**src/rtl/align_accum_serial_pkg.sv**
```systemverilog
// Shared MAC-subsystem constants and the FSM state encoding used by the
// serial align/accumulate stage.
package align_accum_serial_pkg;

  localparam int NUM_LANES  = 9;
  localparam int FP16_EXP_W = 5;

  localparam int EXP_W_DEF  = FP16_EXP_W + 1;
  localparam int MANT_W_DEF = 12;
  localparam int GUARD_DEF  = 3;
  localparam int ACC_W_DEF  = MANT_W_DEF + GUARD_DEF + 5;

  typedef enum logic [1:0] {
    ST_IDLE = 2'd0,
    ST_RUN  = 2'd1,
    ST_HOLD = 2'd2
  } state_e;

endpackage

```
**src/rtl/align_shift_lane.sv**
```systemverilog
// Aligns one lane's significand to the shared maximum exponent and applies
// its sign; flags lanes whose exponent exceeds the maximum.
module align_shift_lane
  import align_accum_serial_pkg::*;
#(
  parameter int EXP_W  = EXP_W_DEF,
  parameter int MANT_W = MANT_W_DEF,
  parameter int GUARD  = GUARD_DEF,
  parameter int ACC_W  = ACC_W_DEF
) (
  input  logic [MANT_W-1:0]       mant_i,
  input  logic [EXP_W-1:0]        exp_i,
  input  logic [EXP_W-1:0]        max_exp_i,
  input  logic                    skip_i,
  input  logic                    sign_i,
  output logic signed [ACC_W-1:0] aligned_o,
  output logic                    over_o
);

  localparam int SH_W = MANT_W + GUARD;
  localparam logic [EXP_W-1:0] SH_LIM = EXP_W'(SH_W);

  logic              exp_over;
  logic [EXP_W-1:0]  shamt;
  logic [SH_W-1:0]   ext;
  logic [SH_W-1:0]   shifted;
  logic [ACC_W-1:0]  mag;

  always_comb begin
    exp_over = (exp_i > max_exp_i);
    // An out-of-range exponent is treated as already aligned (no shift).
    shamt    = exp_over ? '0 : (max_exp_i - exp_i);
    ext      = {mant_i, {GUARD{1'b0}}};
    shifted  = (shamt >= SH_LIM) ? '0 : (ext >> shamt);
    mag      = {{(ACC_W-SH_W){1'b0}}, shifted};
    if (skip_i) begin
      aligned_o = '0;
    end else if (sign_i) begin
      aligned_o = -mag;
    end else begin
      aligned_o = mag;
    end
    over_o = exp_over & ~skip_i;
  end

endmodule

```
**src/rtl/align_accum_serial.sv**
```systemverilog
// Serial aligner/accumulator: captures a 9-lane bundle, sums one aligned lane
// per cycle, and holds the signed result until the normaliser takes it.
module align_accum_serial
  import align_accum_serial_pkg::*;
#(
  parameter int EXP_W  = EXP_W_DEF,
  parameter int MANT_W = MANT_W_DEF,
  parameter int GUARD  = GUARD_DEF,
  parameter int ACC_W  = ACC_W_DEF
) (
  input  logic                          i_clk,
  input  logic                          i_rst,
  input  logic                          i_valid,
  output logic                          o_ready,
  input  logic [NUM_LANES-1:0]          i_skip,
  input  logic [EXP_W-1:0]              i_max_exp,
  input  logic [NUM_LANES-1:0]          i_sign,
  input  logic [NUM_LANES*EXP_W-1:0]    i_exp,
  input  logic [NUM_LANES*MANT_W-1:0]   i_mant,
  output logic                          o_valid,
  input  logic                          i_ready,
  output logic [ACC_W-1:0]              o_sum,
  output logic [EXP_W-1:0]              o_exp,
  output logic                          o_err,
  output logic [1:0]                    o_dbg_state
);

  // Handshakes: a transfer happens on an edge where valid and ready are both
  // high; valid, once raised, holds its payload stable until that edge.

  localparam logic [3:0] LAST_LANE = 4'(NUM_LANES - 1);

  state_e                       state_q, state_d;
  logic [3:0]                   cnt_q, cnt_d;
  logic signed [ACC_W-1:0]      acc_q, acc_d;
  logic                         err_q, err_d;
  logic [NUM_LANES-1:0]         skip_q, skip_d;
  logic [NUM_LANES-1:0]         sign_q, sign_d;
  logic [NUM_LANES*EXP_W-1:0]   exp_q, exp_d;
  logic [NUM_LANES*MANT_W-1:0]  mant_q, mant_d;
  logic [EXP_W-1:0]             max_exp_q, max_exp_d;
  logic                         valid_q, valid_d;
  logic [ACC_W-1:0]             sum_q, sum_d;
  logic [EXP_W-1:0]             oexp_q, oexp_d;
  logic                         oerr_q, oerr_d;

  logic [MANT_W-1:0]            lane_mant;
  logic [EXP_W-1:0]             lane_exp;
  logic                         lane_skip;
  logic                         lane_sign;
  logic signed [ACC_W-1:0]      lane_val;
  logic                         lane_over;
  logic signed [ACC_W-1:0]      acc_sum;
  logic                         err_sum;

  // Lane 0 lives in the most significant slice of every packed bus.
  always_comb begin
    lane_mant = '0;
    lane_exp  = '0;
    lane_skip = 1'b0;
    lane_sign = 1'b0;
    for (int l = 0; l < NUM_LANES; l++) begin
      if (cnt_q == 4'(l)) begin
        lane_mant = mant_q[(NUM_LANES-1-l)*MANT_W +: MANT_W];
        lane_exp  = exp_q[(NUM_LANES-1-l)*EXP_W +: EXP_W];
        lane_skip = skip_q[NUM_LANES-1-l];
        lane_sign = sign_q[NUM_LANES-1-l];
      end
    end
  end

  align_shift_lane #(
    .EXP_W  (EXP_W),
    .MANT_W (MANT_W),
    .GUARD  (GUARD),
    .ACC_W  (ACC_W)
  ) u_lane (
    .mant_i    (lane_mant),
    .exp_i     (lane_exp),
    .max_exp_i (max_exp_q),
    .skip_i    (lane_skip),
    .sign_i    (lane_sign),
    .aligned_o (lane_val),
    .over_o    (lane_over)
  );

  assign acc_sum = acc_q + lane_val;
  assign err_sum = err_q | lane_over;

  always_comb begin
    state_d   = state_q;
    cnt_d     = cnt_q;
    acc_d     = acc_q;
    err_d     = err_q;
    skip_d    = skip_q;
    sign_d    = sign_q;
    exp_d     = exp_q;
    mant_d    = mant_q;
    max_exp_d = max_exp_q;
    valid_d   = valid_q;
    sum_d     = sum_q;
    oexp_d    = oexp_q;
    oerr_d    = oerr_q;
    case (state_q)
      ST_IDLE: begin
        if (i_valid) begin
          skip_d    = i_skip;
          sign_d    = i_sign;
          exp_d     = i_exp;
          mant_d    = i_mant;
          max_exp_d = i_max_exp;
          acc_d     = '0;
          cnt_d     = '0;
          err_d     = 1'b0;
          state_d   = ST_RUN;
        end
      end
      ST_RUN: begin
        acc_d = acc_sum;
        err_d = err_sum;
        cnt_d = cnt_q + 4'd1;
        if (cnt_q == LAST_LANE) begin
          state_d = ST_HOLD;
          valid_d = 1'b1;
          sum_d   = acc_sum;
          oexp_d  = max_exp_q;
          oerr_d  = err_sum;
        end
      end
      ST_HOLD: begin
        if (i_ready) begin
          valid_d = 1'b0;
          state_d = ST_IDLE;
        end
      end
      default: state_d = ST_IDLE;
    endcase
  end

  always_ff @(posedge i_clk) begin
    if (i_rst) begin
      state_q   <= ST_IDLE;
      cnt_q     <= '0;
      acc_q     <= '0;
      err_q     <= 1'b0;
      skip_q    <= '0;
      sign_q    <= '0;
      exp_q     <= '0;
      mant_q    <= '0;
      max_exp_q <= '0;
      valid_q   <= 1'b0;
      sum_q     <= '0;
      oexp_q    <= '0;
      oerr_q    <= 1'b0;
    end else begin
      state_q   <= state_d;
      cnt_q     <= cnt_d;
      acc_q     <= acc_d;
      err_q     <= err_d;
      skip_q    <= skip_d;
      sign_q    <= sign_d;
      exp_q     <= exp_d;
      mant_q    <= mant_d;
      max_exp_q <= max_exp_d;
      valid_q   <= valid_d;
      sum_q     <= sum_d;
      oexp_q    <= oexp_d;
      oerr_q    <= oerr_d;
    end
  end

  assign o_ready     = (state_q == ST_IDLE);
  assign o_valid     = valid_q;
  assign o_sum       = sum_q;
  assign o_exp       = oexp_q;
  assign o_err       = oerr_q;
  assign o_dbg_state = state_q;

endmodule

```
**config.mk**
```make
export PLATFORM = sky130hd
export DESIGN_NAME = align_accum_serial
export DESIGN_NICKNAME = d
export VERILOG_FILES = /design/src/rtl/align_accum_serial_pkg.sv /design/src/rtl/align_shift_lane.sv /design/src/rtl/align_accum_serial.sv
export SDC_FILE = /design/constraint.sdc
export NUM_CORES = 1
export LEC_CHECK = 0
export BUFFER_PORTS_ARGS = -buffer_cell sky130_fd_sc_hd__buf_2
export CAP_MARGIN = 20
export CORE_MARGIN = 1.5
export CORE_UTILIZATION = 30
export CTS_BUF_LIST = sky130_fd_sc_hd__clkbuf_4
export CTS_CLUSTER_DIAMETER = 100
export CTS_CLUSTER_SIZE = 16
export DETAILED_ROUTE_END_ITERATION = 6
export HOLD_SLACK_MARGIN = 0.12
export PLACE_DENSITY = 0.57
export SYNTH_ARGS = -nofsm -noshare
export SYNTH_HDL_FRONTEND = slang
export SYNTH_SLANG_ARGS = --single-unit
```
**constraint.sdc**
```tcl
create_clock -name i_clk -period 11.9 [get_ports i_clk]
set_input_delay 2.38 -clock i_clk [delete_from_list [all_inputs] [get_ports i_clk]]
set_output_delay 2.38 -clock i_clk [all_outputs]
set_load 0.03 [all_outputs]
```
Yosys cells after proc, flatten, opt, wreduce, memory -nomap -nowiden
Index checks and enable logic that the tools add are counted.
{"block": "totals", "ff_bits": 241, "output_inout_bits": 31, "elab_cells": 98}
{"block": "op_classes", "addsub": 4, "n_lt_le_gt_ge": 2, "eq_ne": 13, "shifts": 1, "mux": 53, "n_bitwise": 3, "reduce_logical": 9}
{"op": "12-bit 2-to-1 mux", "n": 9}
{"op": "20-bit 2-to-1 mux", "n": 3}
{"op": "6-bit 2-to-1 mux", "n": 10}
{"op": "20-bit one-hot mux with 2 select lines", "n": 1}
{"op": "1-bit 2-to-1 mux", "n": 21}
{"op": "20-bit adder", "n": 1}
{"op": "15-bit negation with 20-bit output", "n": 1}
{"op": "4-bit by 3-bit == test with 1-bit output, second input constant", "n": 4}
{"op": "15-bit 2-to-1 mux", "n": 1}
{"op": "15-bit by 6-bit >> shifter with 15-bit output", "n": 1}
{"op": "4-bit by 2-bit == test with 1-bit output, second input constant", "n": 2}
{"op": "4-bit one-hot mux with 2 select lines", "n": 1}
{"op": "6-bit by 4-bit >= comparator with 1-bit output, second input constant", "n": 1}
{"op": "6-bit greater-than comparator", "n": 1}
{"op": "2-bit 2-to-1 mux", "n": 3}
{"op": "2-bit != test, second input constant", "n": 3}
{"op": "2-bit one-hot mux with 3 select lines", "n": 1}
{"op": "2-bit AND reduction", "n": 3}
{"op": "3-bit AND reduction", "n": 2}
{"op": "6-bit subtractor", "n": 1}
{"op": "4-bit by 1-bit adder with 4-bit output, second input constant", "n": 1}
{"op": "4-bit by 1-bit == test with 1-bit output, second input constant", "n": 1}
{"op": "4-bit == test, second input constant", "n": 1}
{"op": "4-bit zero test", "n": 1}
{"op": "other kinds (9)", "n": 11}

Depth between registers and ports, before layout
{"block": "depth", "depth_word": 19, "depth_mapped": 46, "ltp_nobuf": 39}

By module
A second synthesis with hierarchy kept.
{"block": "hier_totals", "hier_cells": 1715, "hier_area_um2": 12674.7}
{"mod": "align_accum_serial", "n_inst": 1, "cells_each": 1416, "area_per_inst_um2": 10781.6, "seq_area_each_um2": 4824.6}
{"mod": "align_shift_lane", "n_inst": 1, "cells_each": 299, "area_per_inst_um2": 1893.1, "seq_area_each_um2": 0.0}

Worst setup path before layout
Ideal clock, no wire load.
{"block": "synth_path", "path_kind": "register to register", "start": "reg cnt_q[0]", "end": "reg acc_q[19]", "arrival_time_ns": 7.834, "setup_slack_ns": 3.945, "stages_incl_launch_ff": 42, "n_path_buf": 6, "path_cell_list": "dfxtp_1 ha_1 buf_6 buf_4 buf_2 buf_1 clkbuf_1 nand2_1 o21ai_0 a22oi_1 o21ai_0 o21ai_0 nand2_1 ha_1 inv_1 fa_1 a211oi_2 o21ai_2 [6 not listed] ha_1 inv_1 a2111oi_0 nand4_1 o31ai_1 xnor2_1 nor2_1 ha_1 o21ai_0 nand2b_1 a21oi_1 a211o_1 o21ai_0 a31oi_1 o21a_1 nand2b_1 mux2i_1 mux2_2"}
{"block": "synth_via", "elab_chain_cells": 19}
{"item": "from (decl)", "line": "align_accum_serial.sv:34", "rtl": "logic [3:0] cnt_q, cnt_d;"}
{"item": "from (signal assigned)", "line": "align_accum_serial.sv:157", "rtl": "cnt_q <= cnt_d;"}
{"item": "4-bit zero test", "line": "align_accum_serial.sv:63", "rtl": "if (cnt_q == 4'(l)) begin"}
{"item": "6-bit 2-to-1 mux (9 in series)", "line": "align_accum_serial.sv:63"}
{"item": "6-bit subtractor / 6-bit greater-than comparator (equally long branches)", "line": "align_shift_lane.sv:32, align_shift_lane.sv:30"}
{"item": "6-bit 2-to-1 mux", "line": "align_shift_lane.sv:32", "rtl": "shamt = exp_over ? '0 : (max_exp_i - exp_i);"}
{"item": "15-bit by 6-bit >> shifter with 15-bit output / 6-bit by 4-bit >= comparator with 1-bit output (equally long branches)", "line": "align_shift_lane.sv:34", "rtl": "shifted = (shamt >= SH_LIM) ? '0 : (ext >> shamt);"}
{"item": "15-bit 2-to-1 mux", "line": "align_shift_lane.sv:34"}
{"item": "15-bit negation with 20-bit output", "line": "align_shift_lane.sv:39", "rtl": "aligned_o = -mag;"}
{"item": "20-bit 2-to-1 mux", "line": "align_shift_lane.sv:38", "rtl": "end else if (sign_i) begin"}
{"item": "20-bit 2-to-1 mux (*)", "line": "align_shift_lane.sv:36", "rtl": "if (skip_i) begin"}
{"item": "20-bit adder (*)", "line": "align_accum_serial.sv:87", "rtl": "assign acc_sum = acc_q + lane_val;"}
{"item": "20-bit one-hot mux with 2 select lines (*)", "line": "align_accum_serial.sv:104", "rtl": "case (state_q)"}
{"item": "to (signal assigned)", "line": "align_accum_serial.sv:144", "rtl": "acc_q <= '0;"}
{"item": "to (signal assigned)", "line": "align_accum_serial.sv:158", "rtl": "acc_q <= acc_d;"}
{"item": "to (decl)", "line": "align_accum_serial.sv:35", "rtl": "logic signed [ACC_W-1:0] acc_q, acc_d;"}
Every way passes the cells marked *; elsewhere a longest branch is shown, timed or not.
A chain may end at the register's enable or synchronous reset.

Worst setup path in the final report
Ends and elaborated chain as after synthesis.

==> impl_metrics.toml <==
[status]
status = "finished clean"

[sta]
maxSlewViolCount = 0
finalSetupViolCount = 0
clock_skew_ns = 0.0501
max_clock_freq_ghz = 0.102
tns_ns = 0
max_slew_margin = 0.271
finalCriticalPeriod_ns = 9.76
tightestPinTransition_ns = 1.09
grt_setup_unrepaired = "false"
finalCritPeriodShare = 0.821
hold_viol = 0

[placed_design]
hpwl_mm = 32.3
gp_congestion = 0.858
port_buffers = 220
dp_cells = 2431

[drt]
via_per_inst = 5.21
first_iter_violations = 782
ant_nets = 0
vias = 12797
drtPass1Iterations = 5
wl_per_cell_um = 17.8
route.detailed.drc = 0
wl_mm = 43.8

[synth]
synth_edf_count = 0
yosysTopAreaCell = "dfxtp_1"
synthCells = 1790
synth.top_cell.area_share = 0.373
netlist_area_um2 = 12900
syn_avg_cell_area_um2 = 7.23
yosys.cell_types.count = 92
synthArstFlopShare = 0
synth_warnings = 0
ys_seq_area_frac = 0.373
ys_top_cells_by_count = "nand2_1, a21oi_1, dfxtp_1, clkbuf_1, nor2_1"
syn-num-nets = 2012
ys_ff_latch = 241
synth_flop_cell = "dfxtp_1"
synth_top_cells_by_area = "dfxtp_1, nand2_1, a21oi_1"
synth_most_common_cell = "nand2_1"

[cells_and_area]
nNetsFinal = 2137
area_growth_pct = 11.7
regArea_um2 = 4820
final_cells = 2456
drive_gt1_frac = 0.160
n_fill_cell = 4616
multi_input_area_um2 = 7440

[power]
p_per_area_nw_per_um2 = 126
vdd_drop_max_v = 0.0000487
leakagePower_uw = 0.00556

[critical_path]
max_stage_delay_ns = 0.76
worstReg2RegEnd = "acc_q[19]"
worst_ep_arrival_time_ns = 10.39
crit_top_cell = "ha_1"
critPathSlowestCell = "nor2_1"
cp_max_fo = 18
path_class = "reg -> reg"
required_ns = 12.52
r2r_cells = 34
crit_family = "compound AO/OA/AOI/OAI gates"
rrSetupSlack_ns = 2.14
worst_setup_path_end_kind = "flip-flop"
r2r-start = "cnt_q[0]"
cp_num_buf_inv = 3
start_kind = "flip-flop"
cp-startpoint = "cnt_q[0]"

[global_route]
antenna_found_initial = 2
grt_first_pass_wirelength_mm = 68.7
grt_pass1_vias = 12367
grt_max_degree = 110
grt_overflow = 0
track_usage = 0.193

[floorplanning]
row_count = 75
die_w_um = 211
dieArea_um2 = 44400
core_area_um2 = 42200
io_pins = 221
die_height_um = 211
initial_core_util = 0.307

[worst_hold_path]
hold_path_end = "o_sum[0]"
hold_start = "o_sum[0]"
min_path_cells = 2
hp-class = "reg -> reg"

[clock_network]
clock_latency_ns = 0.71
cts_root_buffer = "clkbuf_4"
cts_hold_buf = 0
clock_tree.htree_level_count = 1
ctsResizeCount = 0
cts_max_path_buffers = 3
cts_buffers = 19
clkTransAtPathRegs_ns = 0.16
postCtsSetupBuffers = 0
cts_tree = "yes"
clkSinkCount = 241

[run]
cap_violations = 0
==> layout by cell type (no fill, tap or decap), drive strengths merged, types with 15 or more instances in the layout <==
cell and instances:
nand2 559, nor3 23, a21oi 302, nor2b 15, o21ai 70, clkbuf 20
dfxtp 241, inv 23, a22oi 17, a211oi 21, buf 239, nor2 85
xnor2 22, nand3 36, o211ai 18, ha 30
==> registers in the layout, summed over array words and instances (netlist names) <==
name	cells
err_q	1
o_valid	1
max_exp_q	6
cnt_q	4
mant_q	108
o_exp	6
exp_q	54
sign_q	9
o_dbg_state	2
acc_q	20
o_sum	20
skip_q	9
o_err	1
==> layout make-up <==
class                           count  area share
Clock buffer                       20      0.0104
Tap cell                          539      0.0466
Inverter                           22     0.00571
Sequential cell                   241       0.334
Clock inverter                      2     0.00138
Timing Repair Buffer              239      0.0877
Antenna cell                        1    0.000173
Multi-Input combinational cell   1392       0.514
==> per-layer routing <==
layer	track usage	part of all wire	vias up
met3	0.0211	0.043	44
li1	-	-	6414
met2	0.332	0.48	287
met4	0.0438	0.018	4
met5	0	0.00055	-
met1	0.260	0.46	6048
==> through the flow <==
| stage | cell area [um^2] | setup slack [ns] | power [uW] | hold WS (ns) | utilization |
|---|---|---|---|---|---|
| 2_1_floorplan | 12900 | 3.94 | 1310 | 0.431 | - |
| 6_report | 14500 | 2.14 | 1830 | 0.462 | 0.342 |
| 3_3_place_gp | 14300 | 2.50 | 1490 | 0.442 | 0.338 |
| 3_5_place_dp | 14300 | 2.16 | 1490 | 0.445 | 0.338 |
| 4_1_cts | 14400 | 2.10 | 1840 | 0.466 | 0.342 |
| 5_1_grt | 14500 | 1.21 | 1940 | 0.477 | 0.342 |
==> worst max path at each step <==
stage / end / slack (ns) / depth (start not counted)
2_1_floorplan: acc_q[19] / 3.94 / 41
3_3_place_gp: acc_q[19] / 2.50 / 36
3_5_place_dp: acc_q[19] / 2.16 / 36
4_1_cts: acc_q[19] / 2.10 / 36
5_1_grt: acc_q[19] / 1.21 / 34
6_report: acc_q[19] / 2.14 / 34
==> kinds of logic after synthesis <==
kind of cell             after synthesis  share of synthesized area
AND/OR/NAND/NOR                      782                      0.255
AO/OA/AOI/OAI                        541                      0.257
flip-flops                           241                      0.373
buffers and inverters                157                     0.0541
adder cells (fa/ha/maj)               32                     0.0321
XOR/XNOR                              30                     0.0215
multiplexers                           7                    0.00754
==> worst min-delay path, cell delays in order (launching register included) <==
cell,delay [ns]
dfxtp_1,0.34
nand2_1,0.05
a21oi_1,0.05
==> power by group <==
group          leakage, uW  internal (uW)  switching [uW]  total (uW)
Clock             0.000104           82.3             267         349
Combinational      0.00349            204             390         594
Sequential         0.00197            853            28.6         882
Total              0.00556           1140             685        1830
(Power assumes the default switching activity.)
